File: src/rtl/spdif_pkg.sv
// Shared types and constants for the S/PDIF receive scheduler.
package spdif_pkg;

    typedef enum logic [2:0] {
        StSettle  = 3'd0,
        StMeasure = 3'd1,
        StVerify  = 3'd2,
        StLocked  = 3'd3,
        StFail    = 3'd4
    } state_e;

    localparam int unsigned CNT_W = 16;

    localparam logic [7:0] T1_DEFAULT = 8'd20;
    localparam logic [7:0] T2_DEFAULT = 8'd38;
    localparam logic [7:0] T3_DEFAULT = 8'd42;
    localparam logic [7:0] UI_MIN_LO  = 8'd6;
    localparam logic [7:0] UI_MIN_HI  = 8'd60;

    function automatic logic [CNT_W-1:0] sat_inc(input logic [CNT_W-1:0] v);
        return (v == {CNT_W{1'b1}}) ? v : v + 1'b1;
    endfunction

endpackage

File: src/rtl/spdif_ui_meter.sv
// Minimum edge-length tracker and decoder threshold registers.
module spdif_ui_meter
    import spdif_pkg::*;
(
    input  logic       clk,
    input  logic       resetb,
    input  logic       i_clear,
    input  logic       i_sample,
    input  logic [7:0] i_len,
    input  logic       i_load,
    output logic       o_in_range,
    output logic [7:0] o_t1,
    output logic [7:0] o_t2,
    output logic [7:0] o_t3
);
    logic [7:0] r_ui_min;
    logic [7:0] w_ui_nxt;
    logic [7:0] r_t1, r_t2, r_t3;

    // Include the current strobe so the closing edge of the window is measured too.
    assign w_ui_nxt   = (i_sample && (i_len < r_ui_min)) ? i_len : r_ui_min;
    assign o_in_range = (w_ui_nxt >= UI_MIN_LO) && (w_ui_nxt <= UI_MIN_HI);

    always_ff @(posedge clk) begin
        if (!resetb) begin
            r_ui_min <= 8'hFF;
            r_t1     <= T1_DEFAULT;
            r_t2     <= T2_DEFAULT;
            r_t3     <= T3_DEFAULT;
        end else begin
            r_ui_min <= i_clear ? 8'hFF : w_ui_nxt;
            if (i_load) begin
                r_t1 <= w_ui_nxt + (w_ui_nxt >> 1);
                r_t2 <= (w_ui_nxt << 1) + (w_ui_nxt >> 1);
                r_t3 <= (w_ui_nxt << 1) + w_ui_nxt - (w_ui_nxt >> 2);
            end
        end
    end

    assign o_t1 = r_t1;
    assign o_t2 = r_t2;
    assign o_t3 = r_t3;

endmodule

File: src/rtl/spdif_rx_scheduler.sv
// Input scan / lock FSM steering an external S/PDIF decoder.
// Define SPDIF_AUTO_SCAN_EN to rotate inputs on failure; otherwise failures retry input 0.
module spdif_rx_scheduler
    import spdif_pkg::*;
#(
    parameter int unsigned NUM_IN        = 4,
    parameter int unsigned SETTLE_CYCLES = 4,
    parameter int unsigned MEAS_EDGES    = 256,
    parameter int unsigned VERIFY_EDGES  = 1024,
    parameter int unsigned SYNC_REQ      = 3,
    parameter int unsigned WDOG_CYCLES   = 8192
) (
    input  logic              clk,
    input  logic              resetb,
    input  logic [NUM_IN-1:0] rx_in,
    input  logic              edge_valid,
    input  logic [7:0]        edge_len,
    input  logic              sync_seen,
    input  logic              force_en,
    input  logic [1:0]        force_sel,
    output logic [1:0]        rx_sel,
    output logic              rx_mux,
    output logic              dec_resetb,
    output logic [7:0]        t1,
    output logic [7:0]        t2,
    output logic [7:0]        t3,
    output logic              audio_locked
);
    localparam logic [CNT_W-1:0] SETTLE_LAST = CNT_W'(SETTLE_CYCLES - 1);
    localparam logic [CNT_W-1:0] MEAS_LAST   = CNT_W'(MEAS_EDGES - 1);
    localparam logic [CNT_W-1:0] VERIFY_LAST = CNT_W'(VERIFY_EDGES - 1);
    localparam logic [CNT_W-1:0] SYNC_LAST   = CNT_W'(SYNC_REQ - 1);
    localparam logic [CNT_W-1:0] WDOG_LAST   = CNT_W'(WDOG_CYCLES - 1);

    state_e           r_state, w_state_nxt;
    logic [1:0]       r_rx_sel, w_rx_sel_nxt;
    logic [CNT_W-1:0] r_settle_cnt, w_settle_nxt;
    logic [CNT_W-1:0] r_edge_cnt, w_edge_nxt;
    logic [CNT_W-1:0] r_sync_cnt, w_sync_nxt;
    logic [CNT_W-1:0] r_wdog_cnt, w_wdog_nxt;
    logic             r_locked;
    logic             w_edge_ok, w_force_hit, w_ui_ok;
    logic             w_meas_clear, w_meas_load, w_meas_sample, w_rx_mux;

    assign w_edge_ok     = edge_valid && (edge_len != 8'd0);
    assign w_force_hit   = force_en && (32'(force_sel) < NUM_IN) && (force_sel != r_rx_sel);
    assign w_meas_sample = (r_state == StMeasure) && w_edge_ok;

    always_comb begin
        w_state_nxt  = r_state;
        w_rx_sel_nxt = r_rx_sel;
        w_settle_nxt = r_settle_cnt;
        w_edge_nxt   = r_edge_cnt;
        w_sync_nxt   = r_sync_cnt;
        w_wdog_nxt   = r_wdog_cnt;
        case (r_state)
            StSettle: begin
                w_settle_nxt = sat_inc(r_settle_cnt);
                if (r_settle_cnt >= SETTLE_LAST) w_state_nxt = StMeasure;
            end
            StMeasure: begin
                w_wdog_nxt = edge_valid ? '0 : sat_inc(r_wdog_cnt);
                if (w_edge_ok) w_edge_nxt = sat_inc(r_edge_cnt);
                if (w_edge_ok && (r_edge_cnt >= MEAS_LAST)) begin
                    w_state_nxt = w_ui_ok ? StVerify : StFail;
                end else if (!edge_valid && (r_wdog_cnt >= WDOG_LAST)) begin
                    w_state_nxt = StFail;
                end
            end
            StVerify: begin
                w_wdog_nxt = edge_valid ? '0 : sat_inc(r_wdog_cnt);
                if (edge_valid) w_edge_nxt = sat_inc(r_edge_cnt);
                if (sync_seen) w_sync_nxt = sat_inc(r_sync_cnt);
                // A lock reached on the window's closing edge still counts as a lock.
                if (sync_seen && (r_sync_cnt >= SYNC_LAST)) begin
                    w_state_nxt = StLocked;
                end else if (edge_valid && (r_edge_cnt >= VERIFY_LAST)) begin
                    w_state_nxt = StFail;
                end else if (!edge_valid && (r_wdog_cnt >= WDOG_LAST)) begin
                    w_state_nxt = StFail;
                end
            end
            StLocked: begin
                w_wdog_nxt = sync_seen ? '0 : sat_inc(r_wdog_cnt);
                if (!sync_seen && (r_wdog_cnt >= WDOG_LAST)) w_state_nxt = StFail;
            end
            StFail: begin
                w_state_nxt = StSettle;
`ifdef SPDIF_AUTO_SCAN_EN
                if (!force_en) begin
                    w_rx_sel_nxt = (32'(r_rx_sel) + 32'd1 >= NUM_IN) ? 2'd0 : r_rx_sel + 2'd1;
                end
`else
                if (!force_en) w_rx_sel_nxt = 2'd0;
`endif
            end
            default: w_state_nxt = StSettle;
        endcase
        if (w_force_hit) begin
            w_state_nxt  = StSettle;
            w_rx_sel_nxt = force_sel;
        end
        if (w_force_hit || (w_state_nxt != r_state)) begin
            w_settle_nxt = '0;
            w_edge_nxt   = '0;
            w_sync_nxt   = '0;
            w_wdog_nxt   = '0;
        end
        w_meas_clear = (r_state == StSettle) && (w_state_nxt == StMeasure);
        w_meas_load  = (r_state == StMeasure) && (w_state_nxt == StVerify);
    end

    always_ff @(posedge clk) begin
        if (!resetb) begin
            r_state      <= StSettle;
            r_rx_sel     <= 2'd0;
            r_settle_cnt <= '0;
            r_edge_cnt   <= '0;
            r_sync_cnt   <= '0;
            r_wdog_cnt   <= '0;
            r_locked     <= 1'b0;
        end else begin
            r_state      <= w_state_nxt;
            r_rx_sel     <= w_rx_sel_nxt;
            r_settle_cnt <= w_settle_nxt;
            r_edge_cnt   <= w_edge_nxt;
            r_sync_cnt   <= w_sync_nxt;
            r_wdog_cnt   <= w_wdog_nxt;
            // Lags state by one cycle, except an override drops it immediately.
            r_locked     <= (r_state == StLocked) && !w_force_hit;
        end
    end

    always_comb begin
        w_rx_mux = 1'b0;
        for (int i = 0; i < NUM_IN; i++) begin
            if (32'(r_rx_sel) == i) w_rx_mux = rx_in[i];
        end
    end

    spdif_ui_meter u_meter (
        .clk        (clk),
        .resetb     (resetb),
        .i_clear    (w_meas_clear),
        .i_sample   (w_meas_sample),
        .i_len      (edge_len),
        .i_load     (w_meas_load),
        .o_in_range (w_ui_ok),
        .o_t1       (t1),
        .o_t2       (t2),
        .o_t3       (t3)
    );

    assign rx_sel       = r_rx_sel;
    assign rx_mux       = w_rx_mux;
    assign dec_resetb   = (r_state != StSettle);
    assign audio_locked = r_locked;

endmodule

File: config.mk
export PLATFORM = sky130hd
export DESIGN_NAME = spdif_rx_scheduler
export DESIGN_NICKNAME = d
export VERILOG_FILES = /design/src/rtl/spdif_pkg.sv /design/src/rtl/spdif_ui_meter.sv /design/src/rtl/spdif_rx_scheduler.sv
export SDC_FILE = /design/constraint.sdc
export NUM_CORES = 1
export LEC_CHECK = 0
export BUFFER_PORTS_ARGS = -buffer_cell sky130_fd_sc_hd__buf_2
export CAP_MARGIN = 10
export CORE_UTILIZATION = 35
export DETAILED_ROUTE_END_ITERATION = 8
export SYNTH_ARGS = -nofsm -noshare
export SYNTH_HDL_FRONTEND = slang
export SYNTH_HIERARCHICAL = 1
export SYNTH_SLANG_ARGS = --single-unit
File: constraint.sdc
create_clock -name clk -period 6.65 [get_ports clk]
set_input_delay 1.33 -clock clk [delete_from_list [all_inputs] [get_ports clk]]
set_output_delay 1.33 -clock clk [all_outputs]
set_load 0.02 [all_outputs]
==> results.sh, run 1 <==
export IMPL_arrival_ns=5.71
export IMPL_clock_latency_ns=0.36
export IMPL_final_cell_mix="102 x dfxtp_1, 63 x nor3_1, 62 x nand2_1, 54 x xnor2_1, 53 x nor2_1"
export IMPL_fp_coreArea_um2=17420
export IMPL_r2r_start="r_state[0]"
export IMPL_cp_required_ns=6.88
export IMPL_crit_chain="buf_2 > nor4_1 > a211o_1 > inv_1 > nand2b_1 > a221o_1 > a31o_1 > buf_4 > mux2i_1 > inv_1 > nor4_1 > a32oi_1 > a41oi_1 > nand3_1 > nor3b_2 > buf_4 > inv_1 > a21oi_1 > o21a_1 > o22ai_1"
export IMPL_period_share_pct=82.39
export IMPL_cts_buffer_depth=2
export IMPL_antenna_diode_count=0
export IMPL_cp_max_fo=34
export IMPL_clock_sinks=102
export IMPL_die_height_um=136.2
export IMPL_area_growth_pct=11.56
export IMPL_grt_pass1_wl_um=24400
export IMPL_vias=5389
export IMPL_post_cts_buffers=0
export IMPL_wl_per_cell_um=14.53
export IMPL_grt_pass1_vias=4818
export IMPL_cap_violations=0
export IMPL_route_detailed_drc=0
export IMPL_dp_slack_ns=0.8966
export IMPL_crit_type="primary input to flip-flop"
export IMPL_fillerInstances=1786
export IMPL_ys_warn_count=6
export IMPL_htree_levels=3
export IMPL_yosysSeqAreaShare_pct=32.41
export IMPL_grt_setup_unrepaired="false"
export IMPL_slew_limit_headroom_pct=31.92
export IMPL_viasPerCell=5.336
export IMPL_dieArea_um2=18540
export IMPL_slowest_delay_ns=0.54
export IMPL_ff2ff_setup_slack_ns=1.47
export IMPL_vdd_ir_drop_max_mv=0.1564
export IMPL_postSynthAreaPerCell_um2=8.433
export IMPL_reg2regPathDepth=19
export IMPL_postSynthCellCount=747
export IMPL_antenna_left=0
export IMPL_grt_max_degree=65
export IMPL_dr_pass1_iters=5
export IMPL_setup_violations_final=0
export IMPL_drt_wl_total_um=14680
export IMPL_synthArstFlopShare_pct=0
export IMPL_cts_hold_buf=0
export IMPL_synth_cell_type_count=72
export IMPL_place_inst=994
export IMPL_end_kind="flip-flop"
export IMPL_fin_cells=1010
export IMPL_path_clk_slew_ns=0.07
export IMPL_cts_buffers=9
export IMPL_fin_worst_skew_ns=0.008231
export IMPL_min_path_type="flip-flop to flip-flop"
export IMPL_overflow=0
export IMPL_syn_area_um2=6300
export IMPL_ios=48
export IMPL_die_x_um=136.2
export IMPL_max_freq_ghz=0.1825
export IMPL_worst_path_buf_inv=6
export IMPL_dpl_cell_area_um2=6725
export IMPL_gp_congestion=0.8274
export IMPL_status="complete, no violations"
export IMPL_drtIter0Drc=415
export IMPL_worst_slack_ns=1.171
export IMPL_rr_endpoint="u_meter/o_t2[7]"
export IMPL_slew_violations=0
export IMPL_ctsResizeCount=0
export IMPL_antenna_found_initial=0
export IMPL_period_needed_ns=5.479
export IMPL_cts_tree="built"
export IMPL_tightest_slew_ns=1.012
export IMPL_critPathSlowestCell="mux2i_1"
export IMPL_layout_commonest_cell="dfxtp_1"
export IMPL_cp_endpoint="u_meter/o_t2[7]"
export IMPL_fin_area_um2=7028
export IMPL_power_density_nw_per_um2=181.2
export IMPL_dpl_hpwl_um=10590
export IMPL_num_rows=48
export IMPL_p_leak_nw=2.617
export IMPL_cp_common_cell="inv_1"
export IMPL_nets=834
export IMPL_initial_core_util_pct=36.17
export IMPL_layout_drive_gt1_share_pct=12.23
export IMPL_grt_total_usage_pct=16.45
export IMPL_synth_seq_cells=102
export IMPL_ys_flop_type="dfxtp_1"
export IMPL_crit_start="edge_len[1]"
export IMPL_synth_nets=801
export IMPL_io_buffers=47
export IMPL_clock_root_buffer="clkbuf_16"
export IMPL_start_kind="primary input"
export IMPL_synth_edff_count=0
export IMPL_cpLargestDelayFamily="compound AO/OA/AOI/OAI gates"
export IMPL_setup_tns_ns=0
export IMPL_cp_depth=20
export IMPL_finalHoldViolCount=0
## synth_stat cells (3+ instances only)
library cell | instances | share of area, %
nor3_1 | 63 | 5.0
nand3b_1 | 4 | 0.48
a32oi_1 | 3 | 0.42
xor2_1 | 21 | 2.9
nor2b_1 | 5 | 0.50
nor3b_1 | 4 | 0.48
a211oi_1 | 9 | 1.1
inv_2 | 4 | 0.24
nand4_1 | 23 | 2.3
dfxtp_1 | 102 | 32
ha_1 | 34 | 6.8
nor2_1 | 53 | 3.2
inv_1 | 32 | 1.9
xnor2_1 | 54 | 7.5
a221oi_1 | 5 | 0.70
or3_1 | 3 | 0.30
nor4_1 | 27 | 2.7
nand3_1 | 28 | 2.2
o32ai_1 | 3 | 0.42
a21oi_1 | 23 | 1.8
clkbuf_1 | 16 | 0.95
a31oi_1 | 6 | 0.60
mux2i_4 | 3 | 1.1
and2_1 | 7 | 0.70
o21ai_0 | 19 | 1.5
maj3_1 | 3 | 0.48
nand2_1 | 62 | 3.7
o31ai_1 | 5 | 0.60
and4_1 | 6 | 0.83
o211ai_1 | 3 | 0.36
buf_2 | 14 | 1.1
a2111oi_0 | 3 | 0.42
and3_1 | 23 | 2.3
a21o_1 | 9 | 1.1
mux2i_1 | 18 | 2.9
## stage by stage
step                hold slack, ns  power [mW]  util (%)
finish                      0.4716       1.274     40.35
global route                0.4973       1.333     40.35
CTS                         0.4784       1.295     40.35
detailed placement          0.4620      0.7408     38.61
global placement            0.4588      0.7405     38.61
floorplan                   0.4805      0.7105         -
## registers in the layout (all words and copies together), names as in the netlist, 2 cells and up
| signal | cells |
|---|---|
| r_edge_cnt | 16 |
| r_settle_cnt | 16 |
| r_sync_cnt | 16 |
| r_wdog_cnt | 16 |
| u_meter/o_t1 | 8 |
| u_meter/o_t2 | 8 |
| u_meter/o_t3 | 8 |
| u_meter/r_ui_min | 8 |
| r_state | 3 |
| rx_sel | 2 |
## power breakdown
group          switching, mW  total [mW]  internal [mW]
combinational         0.0709       0.109         0.0382
sequential           0.00392       0.617          0.613
clock                  0.250       0.547          0.297
total                  0.325        1.27          0.949
## routing by layer
layer	GRT usage, %	share of wire [%]
met1	23.85	53
met2	24.28	42
met3	3.766	3.9
met4	4.012	1.1
met5	0	0
## kinds of logic after synthesis
group / share of synthesized area, %
mux: 4.747
simple gates: 26.93
fa+ha+maj: 7.547
compound gates: 12.81
buf+inv: 4.866
flops: 32.41
xor+xnor: 10.69
## area by class of cell
class | count | area, um2 | area share (%)
inverters | 37 | 138.9 | 1.976
multi-input cells | 575 | 3968 | 56.45
flip-flops and latches | 102 | 2042 | 29.05
clock buffers | 9 | 225.2 | 3.205
well taps | 225 | 281.5 | 4.006
clock inverters | 7 | 77.57 | 1.104
repair buffers | 55 | 295.3 | 4.202
## worst min-delay path, cell delays in order, from the launching register on
cell	delay, ns
dfxtp_1	0.33
mux2i_1	0.06
nand2_1	0.05
## worst min path at each step
| stage | startpoint | to | slack, ns | depth (start not counted) |
|---|---|---|---|---|
| final | u_meter/o_t3[1] | u_meter/o_t3[1] | 0.47 | 2 |
| after global routing | u_meter/o_t3[5] | u_meter/o_t3[5] | 0.50 | 2 |
| after CTS | u_meter/o_t3[2] | u_meter/o_t3[2] | 0.48 | 2 |
| after detailed placement | u_meter/o_t3[1] | u_meter/o_t3[1] | 0.46 | 2 |
| after global placement | u_meter/o_t3[1] | u_meter/o_t3[1] | 0.46 | 2 |
| after floorplan | r_wdog_cnt[0] | r_wdog_cnt[0] | 0.48 | 1 |
Note: power is estimated with default switching activity, not from simulation.
==> inputs of run 2 (changes only) <==
==> constraint.sdc (replaced) <==
create_clock -name clk -period 4.6 [get_ports clk]
set_input_delay 0.92 -clock clk [delete_from_list [all_inputs] [get_ports clk]]
set_output_delay 0.92 -clock clk [all_outputs]
set_load 0.02 [all_outputs]
==> run 2 against run 1 <==
Net effect: setup slack lost 0.86 ns; die area is the same; via count grew 2.4%; clock-buffer cell count is the same; critical endpoint is now r_wdog_cnt[14]; clock skew grew 0.00071 ns; sequential share of layout area shrank 1.1 points; highest routed layer unchanged; clock power grew 37%; core utilization grew 1.6 points.
==> results.sh, run 2 (synthesized netlist as in run 1, its figures left out) <==
export IMPL_path_clk_slew_ns=0.08
export IMPL_slowest_delay_ns=0.41
export IMPL_fin_worst_skew_ns=0.008940
export IMPL_grt_pass1_vias=5021
export IMPL_fin_util_pct=41.91
export IMPL_grt_max_degree=65
export IMPL_finalHoldViolCount=0
export IMPL_slew_limit_headroom_pct=33.13
export IMPL_holdWs_ns=0.4729
export IMPL_nets=865
export IMPL_vias=5518
export IMPL_drt_wl_total_um=14930
export IMPL_antenna_diode_count=0
export IMPL_clock_root_buffer="clkbuf_16"
export IMPL_grt_pass1_wl_um=25300
export IMPL_clock_sinks=102
export IMPL_status="complete, no violations"
export IMPL_initial_core_util_pct=36.17
export IMPL_crit_type="primary input to flip-flop"
export IMPL_gp_congestion=0.8465
export IMPL_regArea_um2=2042
export IMPL_top_layer="met4"
export IMPL_route_detailed_drc=0
export IMPL_drtIter0Drc=292
export IMPL_cap_violations=0
export IMPL_final_cell_mix="102 x dfxtp_1, 63 x nor3_1, 62 x nand2_1, 54 x xnor2_1, 53 x nor2_1"
export IMPL_tightest_slew_ns=0.9939
export IMPL_critPathSlowestCell="a2111oi_0"
export IMPL_cp_required_ns=4.83
export IMPL_m1WireLength_um=7896
export IMPL_worst_path_buf_inv=5
export IMPL_viasPerCell=5.301
export IMPL_layout_drive_gt1_share_pct=16.05
export IMPL_cts_tree="built"
export IMPL_antenna_found_initial=0
export IMPL_ios=48
export IMPL_vdd_ir_drop_max_mv=0.1803
export IMPL_overflow=0
export IMPL_setup_violations_final=0
export IMPL_setup_tns_ns=0
export IMPL_cts_buffers=9
export IMPL_post_cts_buffers=0
export IMPL_htree_levels=3
export IMPL_die_x_um=136.2
export IMPL_fp_coreArea_um2=17420
export IMPL_arrival_ns=4.52
export IMPL_period_share_pct=93.29
export IMPL_max_freq_ghz=0.2330
export IMPL_multiInputGateArea_um2=3983
export IMPL_grt_total_usage_pct=16.97
export IMPL_area_growth_pct=15.87
export IMPL_period_needed_ns=4.291
export IMPL_slew_violations=0
export IMPL_antenna_left=0
export IMPL_cts_hold_buf=0
export IMPL_power_density_nw_per_um2=248.2
export IMPL_dr_pass1_iters=5
export IMPL_cts_buffer_depth=2
export IMPL_clock_latency_ns=0.36
export IMPL_num_rows=48
export IMPL_io_buffers=47
export IMPL_min_path_type="flip-flop to flip-flop"
export IMPL_wl_met3_um=499
export IMPL_cp_max_fo=64
export IMPL_dieArea_um2=18540
export IMPL_cpLargestDelayFamily="compound AO/OA/AOI/OAI gates"
export IMPL_wl_per_cell_um=14.34
export IMPL_p_total_mw=1.812
export IMPL_crit_chain="buf_2 > nor4_2 > a211o_1 > inv_1 > nand2b_1 > a221o_1 > a31o_2 > buf_12 > mux2i_2 > inv_1 > nor4_1 > a32oi_1 > a41oi_1 > nor2_1 > a21oi_1 > nand3b_1 > buf_12 > a2111oi_0"
export IMPL_end_kind="flip-flop"
export IMPL_dr_wl_met2_um=6434
export IMPL_fillerInstances=1791
export IMPL_p_leak_nw=2.759
export IMPL_start_kind="primary input"
export IMPL_layout_commonest_cell="dfxtp_1"
export IMPL_dpl_hpwl_um=10850
export IMPL_die_height_um=136.2
-- run 2: cell type report --
cell class	instances	area share (%)
inverters	37	1.903
clock buffers	9	3.085
clock inverters	7	0.8742
repair buffers	86	7.748
multi-input cells	575	54.56
well taps	225	3.857
flip-flops and latches	102	27.97
-- run 2: tightest hold or removal path, delay by kind of cell, from the launching register on --
kind	cells	cell delay, ns
AOI/OAI and AO/OA	1	0.07
DFF	1	0.32
and+or+nand+nor	1	0.06
-- run 2: path summary, 6_finish.rpt --
path              startpoint              end  slack (ns)  depth (start not counted)
min          u_meter/o_t2[1]  u_meter/o_t2[1]        0.47                          2
max reg2reg       r_state[0]   r_wdog_cnt[14]        0.31                         17
min reg2reg  u_meter/o_t2[1]  u_meter/o_t2[1]        0.47                          2
max              edge_len[2]   r_wdog_cnt[14]        0.31                         18
-- run 2: through the flow --
stage          worst slack (ns)  instances  cell area [um2]
6_report                 0.3089       1041             7300
5_1_grt              -0.0003824       1041             7300
4_1_cts                 0.09061       1041             7284
3_5_place_dp            -0.2557       1025             6995
3_3_place_gp            -0.1262       1025             6995
2_1_floorplan          0.002384        747             6302
-- run 2: timing repair --
item                       in CTS  in global routing
gates resized for setup         0                  5
setup endpoints to repair       0                 88
hold endpoints to repair        0                  0
-- run 2: per-layer routing --
layer  GRT usage, %  vias to the layer above
li1               -                     2853
met1          24.68                     2569
met2          25.27                       90
met3          3.766                        6
met4          3.580                        0
met5              0                        -
-- run 2: power breakdown --
group          switching [mW]  internal [mW]
Combinational           0.106         0.0647
Sequential            0.00486          0.886
Clock                   0.371          0.379
